<file path="config.mk">
export PLATFORM = sky130hd
export DESIGN_NAME = countdown_ctrl_flat
export DESIGN_NICKNAME = d
export VERILOG_FILES = /design/src/rtl/alarm_pkg.sv /design/src/rtl/countdown_ctrl_if.sv /design/src/rtl/tick_gen.sv /design/src/rtl/countdown_ctrl.sv /design/src/flat_wrapper.sv
export SDC_FILE = /design/constraint.sdc
export NUM_CORES = 1
export LEC_CHECK = 0
export CAP_MARGIN = 30
export CORE_AREA = 2 2 94 96
export CTS_CLUSTER_DIAMETER = 30
export DETAILED_ROUTE_END_ITERATION = 16
export DIE_AREA = 0 0 96 98
export PLACE_DENSITY = 0.57
export SYNTH_ARGS = -nofsm -noshare
export SYNTH_HDL_FRONTEND = slang
export SYNTH_SLANG_ARGS = --single-unit
</file>
<file path="constraint.sdc">
create_clock -name clock -period 2.6 [get_ports clock]
set_clock_uncertainty 0.05 [all_clocks]
set_input_delay 0.39 -clock clock [delete_from_list [all_inputs] [get_ports clock]]
set_output_delay 0.39 -clock clock [all_outputs]
set_load 0.005 [all_outputs]
</file>
<file path="src/rtl/alarm_pkg.sv">
// -----------------------------------------------------------------------------
// alarm_pkg
//   Shared definitions for the countdown controller:
//     - interval_e     : encoding of the four programmable time parameters
//     - DEF_*          : power-up / reset values of those parameters (seconds)
//     - state_e        : countdown FSM states
//     - default_param  : maps a parameter index to its reset value
//     - sat_dec        : 4-bit decrement that holds at zero
// -----------------------------------------------------------------------------
package alarm_pkg;

  typedef enum logic [1:0] {
    INTV_ARM_DELAY       = 2'd0,
    INTV_DRIVER_DELAY    = 2'd1,
    INTV_PASSENGER_DELAY = 2'd2,
    INTV_ALARM_ON        = 2'd3
  } interval_e;

  localparam int NUM_PARAMS = 4;

  localparam logic [3:0] DEF_ARM_DELAY       = 4'd6;
  localparam logic [3:0] DEF_DRIVER_DELAY    = 4'd8;
  localparam logic [3:0] DEF_PASSENGER_DELAY = 4'd15;
  localparam logic [3:0] DEF_ALARM_ON        = 4'd10;

  typedef enum logic [1:0] {
    ST_IDLE  = 2'd0,
    ST_COUNT = 2'd1,
    ST_DONE  = 2'd2
  } state_e;

  // Reset value of the parameter register selected by idx.
  function automatic logic [3:0] default_param(input logic [1:0] idx);
    logic [3:0] val;
    case (idx)
      INTV_ARM_DELAY:       val = DEF_ARM_DELAY;
      INTV_DRIVER_DELAY:    val = DEF_DRIVER_DELAY;
      INTV_PASSENGER_DELAY: val = DEF_PASSENGER_DELAY;
      default:              val = DEF_ALARM_ON;
    endcase
    return val;
  endfunction

  // The seconds counter must never wrap from 0 to 15.
  function automatic logic [3:0] sat_dec(input logic [3:0] v);
    return (v == 4'd0) ? 4'd0 : v - 4'd1;
  endfunction

endpackage

</file>
<file path="src/rtl/countdown_ctrl_if.sv">
// -----------------------------------------------------------------------------
// countdown_ctrl_if
//   Bundles the control and status signals of countdown_ctrl.
//   master : the side that requests countdowns and reprograms parameters
//   slave  : the countdown controller itself
//   Signals:
//     start_timer    - level, any high cycle (re)starts the countdown
//     interval       - parameter used for the countdown / idle display
//     reprogram      - debounced level, rising edge writes a parameter
//     time_param_sel - parameter index written on reprogram
//     time_value     - new parameter value in seconds (0 is ignored)
//     expired        - one-cycle pulse at the end of a countdown
//     one_hz_enable  - one-cycle tick every CLK_HZ clocks
//     half_hz_enable - square wave toggling on every one_hz_enable
//     value_display  - seconds remaining, or selected parameter when idle
//     busy           - high while counting
// -----------------------------------------------------------------------------
interface countdown_ctrl_if;

  logic       start_timer;
  logic [1:0] interval;
  logic       reprogram;
  logic [1:0] time_param_sel;
  logic [3:0] time_value;
  logic       expired;
  logic       one_hz_enable;
  logic       half_hz_enable;
  logic [3:0] value_display;
  logic       busy;

  modport master (
    output start_timer, interval, reprogram, time_param_sel, time_value,
    input  expired, one_hz_enable, half_hz_enable, value_display, busy
  );

  modport slave (
    input  start_timer, interval, reprogram, time_param_sel, time_value,
    output expired, one_hz_enable, half_hz_enable, value_display, busy
  );

endinterface

</file>
<file path="src/rtl/tick_gen.sv">
// -----------------------------------------------------------------------------
// tick_gen
//   Free-running prescaler producing a one-cycle tick every CLK_HZ clocks,
//   plus a half-rate square wave that toggles on every tick.
//   Ports:
//     clock          - system clock, rising edge
//     reset          - synchronous, active-high
//     clear          - synchronous prescaler clear (restarts the second)
//     one_hz_enable  - high while the prescaler sits at CLK_HZ-1
//     half_hz_enable - toggles on every one_hz_enable, never cleared by clear
// -----------------------------------------------------------------------------
module tick_gen #(
  parameter int CLK_HZ = 100_000_000
) (
  input  logic clock,
  input  logic reset,
  input  logic clear,
  output logic one_hz_enable,
  output logic half_hz_enable
);

  localparam int            CW       = (CLK_HZ > 1) ? $clog2(CLK_HZ) : 1;
  localparam logic [CW-1:0] TERMINAL = CW'(CLK_HZ - 1);

  logic [CW-1:0] presc_q, presc_d;
  logic          half_q, half_d;

  assign one_hz_enable  = (presc_q == TERMINAL);
  assign half_hz_enable = half_q;

  // Next-state for the prescaler and the half-rate toggle. A clear wins over
  // the normal wrap so a fresh countdown always gets a full first second.
  always_comb begin
    presc_d = presc_q + CW'(1);
    if (clear || one_hz_enable) begin
      presc_d = '0;
    end
    half_d = half_q ^ one_hz_enable;
  end

  // Prescaler and toggle registers.
  always_ff @(posedge clock) begin
    if (reset) begin
      presc_q <= '0;
      half_q  <= 1'b0;
    end else begin
      presc_q <= presc_d;
      half_q  <= half_d;
    end
  end

endmodule

</file>
<file path="src/rtl/countdown_ctrl.sv">
// -----------------------------------------------------------------------------
// countdown_ctrl
//   Programmable seconds countdown for the alarm controller. Four 4-bit time
//   parameters are held in registers that can be rewritten at run time; a
//   start request loads the selected parameter and counts it down once per
//   second, pulsing expired when it reaches zero.
//   Ports:
//     clock - system clock, rising edge
//     reset - synchronous, active-high; overrides start and reprogram
//     bus   - countdown_ctrl_if.slave, see the interface for signal meanings
//   Parameter:
//     CLK_HZ - clock cycles per one-second tick
// -----------------------------------------------------------------------------
module countdown_ctrl #(
  parameter int CLK_HZ = 100_000_000
) (
  input  logic                   clock,
  input  logic                   reset,
  countdown_ctrl_if.slave        bus
);

  import alarm_pkg::*;

  logic                             one_hz;
  logic                             half_hz;

  state_e                           state_q, state_d;
  logic [3:0]                       remaining_q, remaining_d;
  logic                             expired_q, expired_d;
  logic                             busy_q, busy_d;
  logic                             reprog_q;
  logic [NUM_PARAMS-1:0][3:0]       params_q, params_d;
  logic                             param_wr;

  // The prescaler is cleared by the same start request that loads the
  // counter, so the first decrement comes a full second after start.
  tick_gen #(
    .CLK_HZ (CLK_HZ)
  ) u_tick_gen (
    .clock          (clock),
    .reset          (reset),
    .clear          (bus.start_timer),
    .one_hz_enable  (one_hz),
    .half_hz_enable (half_hz)
  );

  assign param_wr = bus.reprogram && !reprog_q && (bus.time_value != 4'd0);

  // Parameter write path: only the rising edge of reprogram writes, so a held
  // level produces one write. A zero value would make a countdown expire
  // immediately, so it is dropped and the old value kept.
  always_comb begin
    params_d = params_q;
    if (param_wr) begin
      params_d[bus.time_param_sel] = bus.time_value;
    end
  end

  // Countdown next-state. Start reads params_q, i.e. the value before any
  // write happening in the same cycle, and outranks tick/expiry/DONE.
  always_comb begin
    state_d     = state_q;
    remaining_d = remaining_q;
    if (bus.start_timer) begin
      remaining_d = params_q[bus.interval];
      state_d     = ST_COUNT;
    end else begin
      case (state_q)
        ST_COUNT: begin
          if (one_hz) begin
            remaining_d = sat_dec(remaining_q);
            if (remaining_q <= 4'd1) begin
              state_d = ST_DONE;
            end
          end
        end
        ST_DONE: state_d = ST_IDLE;
        default: state_d = state_q;
      endcase
    end
    expired_d = (state_d == ST_DONE);
    busy_d    = (state_d == ST_COUNT);
  end

  // FSM, registered outputs, reprogram edge detector and parameter store.
  always_ff @(posedge clock) begin
    if (reset) begin
      state_q     <= ST_IDLE;
      remaining_q <= 4'd0;
      expired_q   <= 1'b0;
      busy_q      <= 1'b0;
      reprog_q    <= 1'b0;
      for (int i = 0; i < NUM_PARAMS; i++) begin
        params_q[i] <= default_param(2'(i));
      end
    end else begin
      state_q     <= state_d;
      remaining_q <= remaining_d;
      expired_q   <= expired_d;
      busy_q      <= busy_d;
      reprog_q    <= bus.reprogram;
      params_q    <= params_d;
    end
  end

  assign bus.expired        = expired_q;
  assign bus.busy           = busy_q;
  assign bus.one_hz_enable  = one_hz;
  assign bus.half_hz_enable = half_hz;
  assign bus.value_display  = (state_q == ST_IDLE) ? params_q[bus.interval]
                                                    : remaining_q;

endmodule

</file>
<file path="src/flat_wrapper.sv">
// flat-port wrapper written by rule: the top's interface ports become plain ports
module countdown_ctrl_flat import alarm_pkg::*;
#(
  parameter int CLK_HZ = 100_000_000
)
  (clock, reset, bus_start_timer, bus_interval, bus_reprogram, bus_time_param_sel, bus_time_value, bus_expired, bus_one_hz_enable, bus_half_hz_enable, bus_value_display, bus_busy);
  countdown_ctrl_if bus_i ();
  input  logic clock;
  input  logic reset;
  input wire logic [$bits(bus_i.start_timer)-1:0] bus_start_timer;
  input wire logic [$bits(bus_i.interval)-1:0] bus_interval;
  input wire logic [$bits(bus_i.reprogram)-1:0] bus_reprogram;
  input wire logic [$bits(bus_i.time_param_sel)-1:0] bus_time_param_sel;
  input wire logic [$bits(bus_i.time_value)-1:0] bus_time_value;
  output wire logic [$bits(bus_i.expired)-1:0] bus_expired;
  output wire logic [$bits(bus_i.one_hz_enable)-1:0] bus_one_hz_enable;
  output wire logic [$bits(bus_i.half_hz_enable)-1:0] bus_half_hz_enable;
  output wire logic [$bits(bus_i.value_display)-1:0] bus_value_display;
  output wire logic [$bits(bus_i.busy)-1:0] bus_busy;
  assign bus_i.start_timer = bus_start_timer;
  assign bus_i.interval = bus_interval;
  assign bus_i.reprogram = bus_reprogram;
  assign bus_i.time_param_sel = bus_time_param_sel;
  assign bus_i.time_value = bus_time_value;
  assign bus_expired = bus_i.expired;
  assign bus_one_hz_enable = bus_i.one_hz_enable;
  assign bus_half_hz_enable = bus_i.half_hz_enable;
  assign bus_value_display = bus_i.value_display;
  assign bus_busy = bus_i.busy;
  countdown_ctrl #(.CLK_HZ(CLK_HZ)) u_core (.clock(clock), .reset(reset), .bus(bus_i));
endmodule
</file>
==> metrics.yaml <==
outcome:
  status: "complete, no violations"
drt:
  viasPerCell: 4.959
  first_pass_iters: 4
  antenna_left: 0
  drt-initial-drc-count: 106
  drc: 0
  wl_um: 5607
  post_drt_wl_per_cell_um: 13.48
  vias: 2063
yosys:
  synth_nets: 298
  synth-seq-cells: 53
  synthesis.area_um2: 2595
  ys_async_sr_fraction_pct: 0
  synthCells: 283
  synth_edf_count: 0
  synth.avg_cell_area_um2: 9.170
  ys_warn_count: 0
  seq_area_frac_synth_pct: 40.89
  ys_types: 53
  synth_ff_type: "dfxtp_1"
final_layout:
  fin_cells: 416
  design_area_um2: 3019
  layout-drive-gt1-share_pct: 12.99
  mostFrequentLayoutCells: "dfxtp_1 (51), nor2_1 (44), clkdlybuf4s50_1 (17)"
  antennaDiodeCount: 0
  nFillCells: 855
  area_growth_syn_to_layout_pct: 16.35
  nets: 322
  multiInputGateArea_um2: 1448
  final_common_cell: "dfxtp_1"
  seqCellArea_um2: 1064
sta:
  setup_tns_ns: 0
  drv_slew: 0
  setup_viol: 0
  period_needed_ns: 2.472
  maxSlewHeadroom_pct: 67.24
  worst_pin_slew_ns: 0.4877
  rsz0062_at_grt: "no"
  hold_ws_ns: 0.4007
  hold_viol_final: 0
  post-route-period-util_pct: 95.08
  fmax_ghz: 0.4045
critical_path:
  path_buf_inv: 2
  cp.arrival_ns: 2.03
  slowest_stage: "mux4_2"
  start_kind: "input port"
  cp_slowest_stage_delay_ns: 0.56
  rr_worst_depth: 7
  cp-end-kind: "primary output"
  setup.worst_path.start: "bus_interval[0]"
  rr_startpoint: "u_core.u_tick_gen.presc_q[0]"
  rrSetupSlack_ns: 0.68
  path_max_fanout: 4
  critPathTopFamily: "multiplexers"
  worstSetupPathType: "input port to primary output"
  crit_required_ns: 2.16
  reg2reg_to: "u_core.u_tick_gen.presc_q[12]"
  crit_chain: "dlygate4sd2_1, mux4_2, mux2_2, clkdlybuf4s50_1"
floorplanning:
  start_util_pct: 30.65
  num_rows: 34
  dieArea_um2: 9408
  die_height_um: 98
  coreArea_um2: 8466
  ioPinCount: 20
  die_w_um: 96
pwr:
  powerDensity_nw_per_um2: 485.4
  finalPower_mw: 1.465
  clockPowerShare_pct: 31.3
  peakVddDrop_mv: 0.2537
  leakagePower_nw: 1.108
  power_frac_seq_pct: 57.9
  p_switching_mw: 0.3552
  p_comb_share_pct: 10.8
  netSwitchingFraction_pct: 24.24
  p_int_mw: 1.110
min_path:
  hold_path_end: "u_core.u_tick_gen.presc_q[0]"
  min_from: "u_core.u_tick_gen.presc_q[0]"
  min_path_type: "flop to flop"
  min_path_cells: 1
grt:
  grt_pass1_vias: 1975
  track_usage_pct: 13.01
  grt_start_max_net_pins: 19
  antenna_found_initial: 0
  grt_pass1_wl_um: 9680
  overflow: 0
clock_network:
  clock-sinks: 53
  numCtsBuffers: 5
  clk_path_buf_depth: 2
  cts_root_buf: "clkbuf_8"
  post_cts_buffers: 0
  cts_resized: 5
  clk_latency_ns: 0.30
  clkSlewWorstSetupHoldPaths_ns: 0.09
  cts.hold.buffers_added: 0
  htree_levels: 2
  cts_tree: "yes"
place:
  placed_cells: 408
  gp_congestion: 0.8227
  placed_cell_area_um2: 2937
  io_buffers: 19
  dp_hpwl_um: 4054
run:
  cap_violations: 0
-- flip-flops by register name, indices dropped and copies added (netlist names) --
register and cells:
u_core.bus.expired 1, u_core.params_q 16, u_core.u_tick_gen.half_hz_enable 1, u_core.remaining_q 4, u_core.bus.busy 1, u_core.u_tick_gen.presc_q 27
u_core.reprog_q 1, u_core.state_q 2
-- worst reg2reg max path: cells and delay by family, from the launching register on --
kind | cells | cell delay, ns
and+or+nand+nor | 4 | 0.78
DFF | 1 | 0.36
adders and majority gates | 1 | 0.25
buffers and inverters | 1 | 0.22
AOI/OAI and AO/OA | 1 | 0.16
-- power groups by stage --
stage / Combinational (mW) / Clock (mW) / Sequential (mW)
final: 0.158 / 0.459 / 0.848
after global routing: 0.176 / 0.508 / 0.851
after global placement: 0.157 / 0 / 0.867
after detailed placement: 0.158 / 0 / 0.866
after floorplan: 0.0899 / 0 / 0.860
after CTS: 0.159 / 0.472 / 0.848
-- Yosys cell counts (2+ instances only) --
cell | instances | area share [%]
a21oi_1 | 3 | 0.58
nor2b_1 | 9 | 2.2
nor4b_1 | 4 | 1.3
nand3_1 | 14 | 2.7
nand3_2 | 2 | 0.77
mux2i_1 | 7 | 2.7
and3_1 | 9 | 2.2
inv_1 | 8 | 1.2
a31oi_1 | 2 | 0.48
ha_1 | 3 | 1.4
clkbuf_1 | 7 | 1.0
a211o_1 | 10 | 3.4
mux2_2 | 4 | 1.7
nand4_1 | 10 | 2.4
nand2_1 | 16 | 2.3
nor4_1 | 3 | 0.72
and2_1 | 2 | 0.48
nor3_1 | 5 | 0.96
xor2_1 | 11 | 3.7
mux4_2 | 4 | 3.5
nor3b_1 | 3 | 0.87
nor4_4 | 2 | 1.6
buf_4 | 3 | 0.87
o21ai_0 | 7 | 1.3
dfxtp_1 | 53 | 41
nor2_1 | 45 | 6.5
xnor2_1 | 11 | 3.7
-- layout make-up --
cell class	count	area share, %
multi-input combinational	210	47.95
sequential	53	35.23
timing repair buffer	29	8.703
inverter	8	0.9946
tap	108	4.476
clock buffer	8	2.652
-- how the worst max path moves through the flow --
stage                                          to  slack [ns]  depth (start not counted)
finish                       bus_value_display[2]        0.13                          4
floorplan           u_core.u_tick_gen.presc_q[24]        0.82                          6
global route                    bus_one_hz_enable        0.02                          5
CTS                          bus_value_display[0]        0.12                          4
detailed placement           bus_value_display[0]       -0.14                          4
global placement             bus_value_display[2]       -0.11                          4
-- layer usage --
layer  global-route usage (%)  up-vias  routed length (um)
li1                         -     1050                   -
met1                    18.60      951                2826
met5                        0        -                   0
met2                    19.23       54                2466
met4                    3.626        0                  85
met3                    3.472        8                 229
-- stage by stage --
step / worst slack [ns] / util, %
after CTS: 0.1202 / 35.66
after global placement: -0.1136 / 34.69
after detailed placement: -0.1437 / 34.69
after floorplan: 0.8247 / -
after global routing: 0.02159 / 35.66
final: 0.1279 / 35.66
-- cells by family (layout without fill, tap and decap cells) --
logic type	Yosys count	count (layout)	share of synthesized area (%)
buffers and inverters	20	45	3.423
multiplexers	15	15	7.908
XOR/XNOR	22	22	7.425
AND/OR/NAND/NOR	140	140	30.67
flip-flops	53	53	40.89
adder cells (fa/ha/maj)	3	3	1.447
AO/OA/AOI/OAI	30	30	8.245
Power figures use the tool's default switching activity.
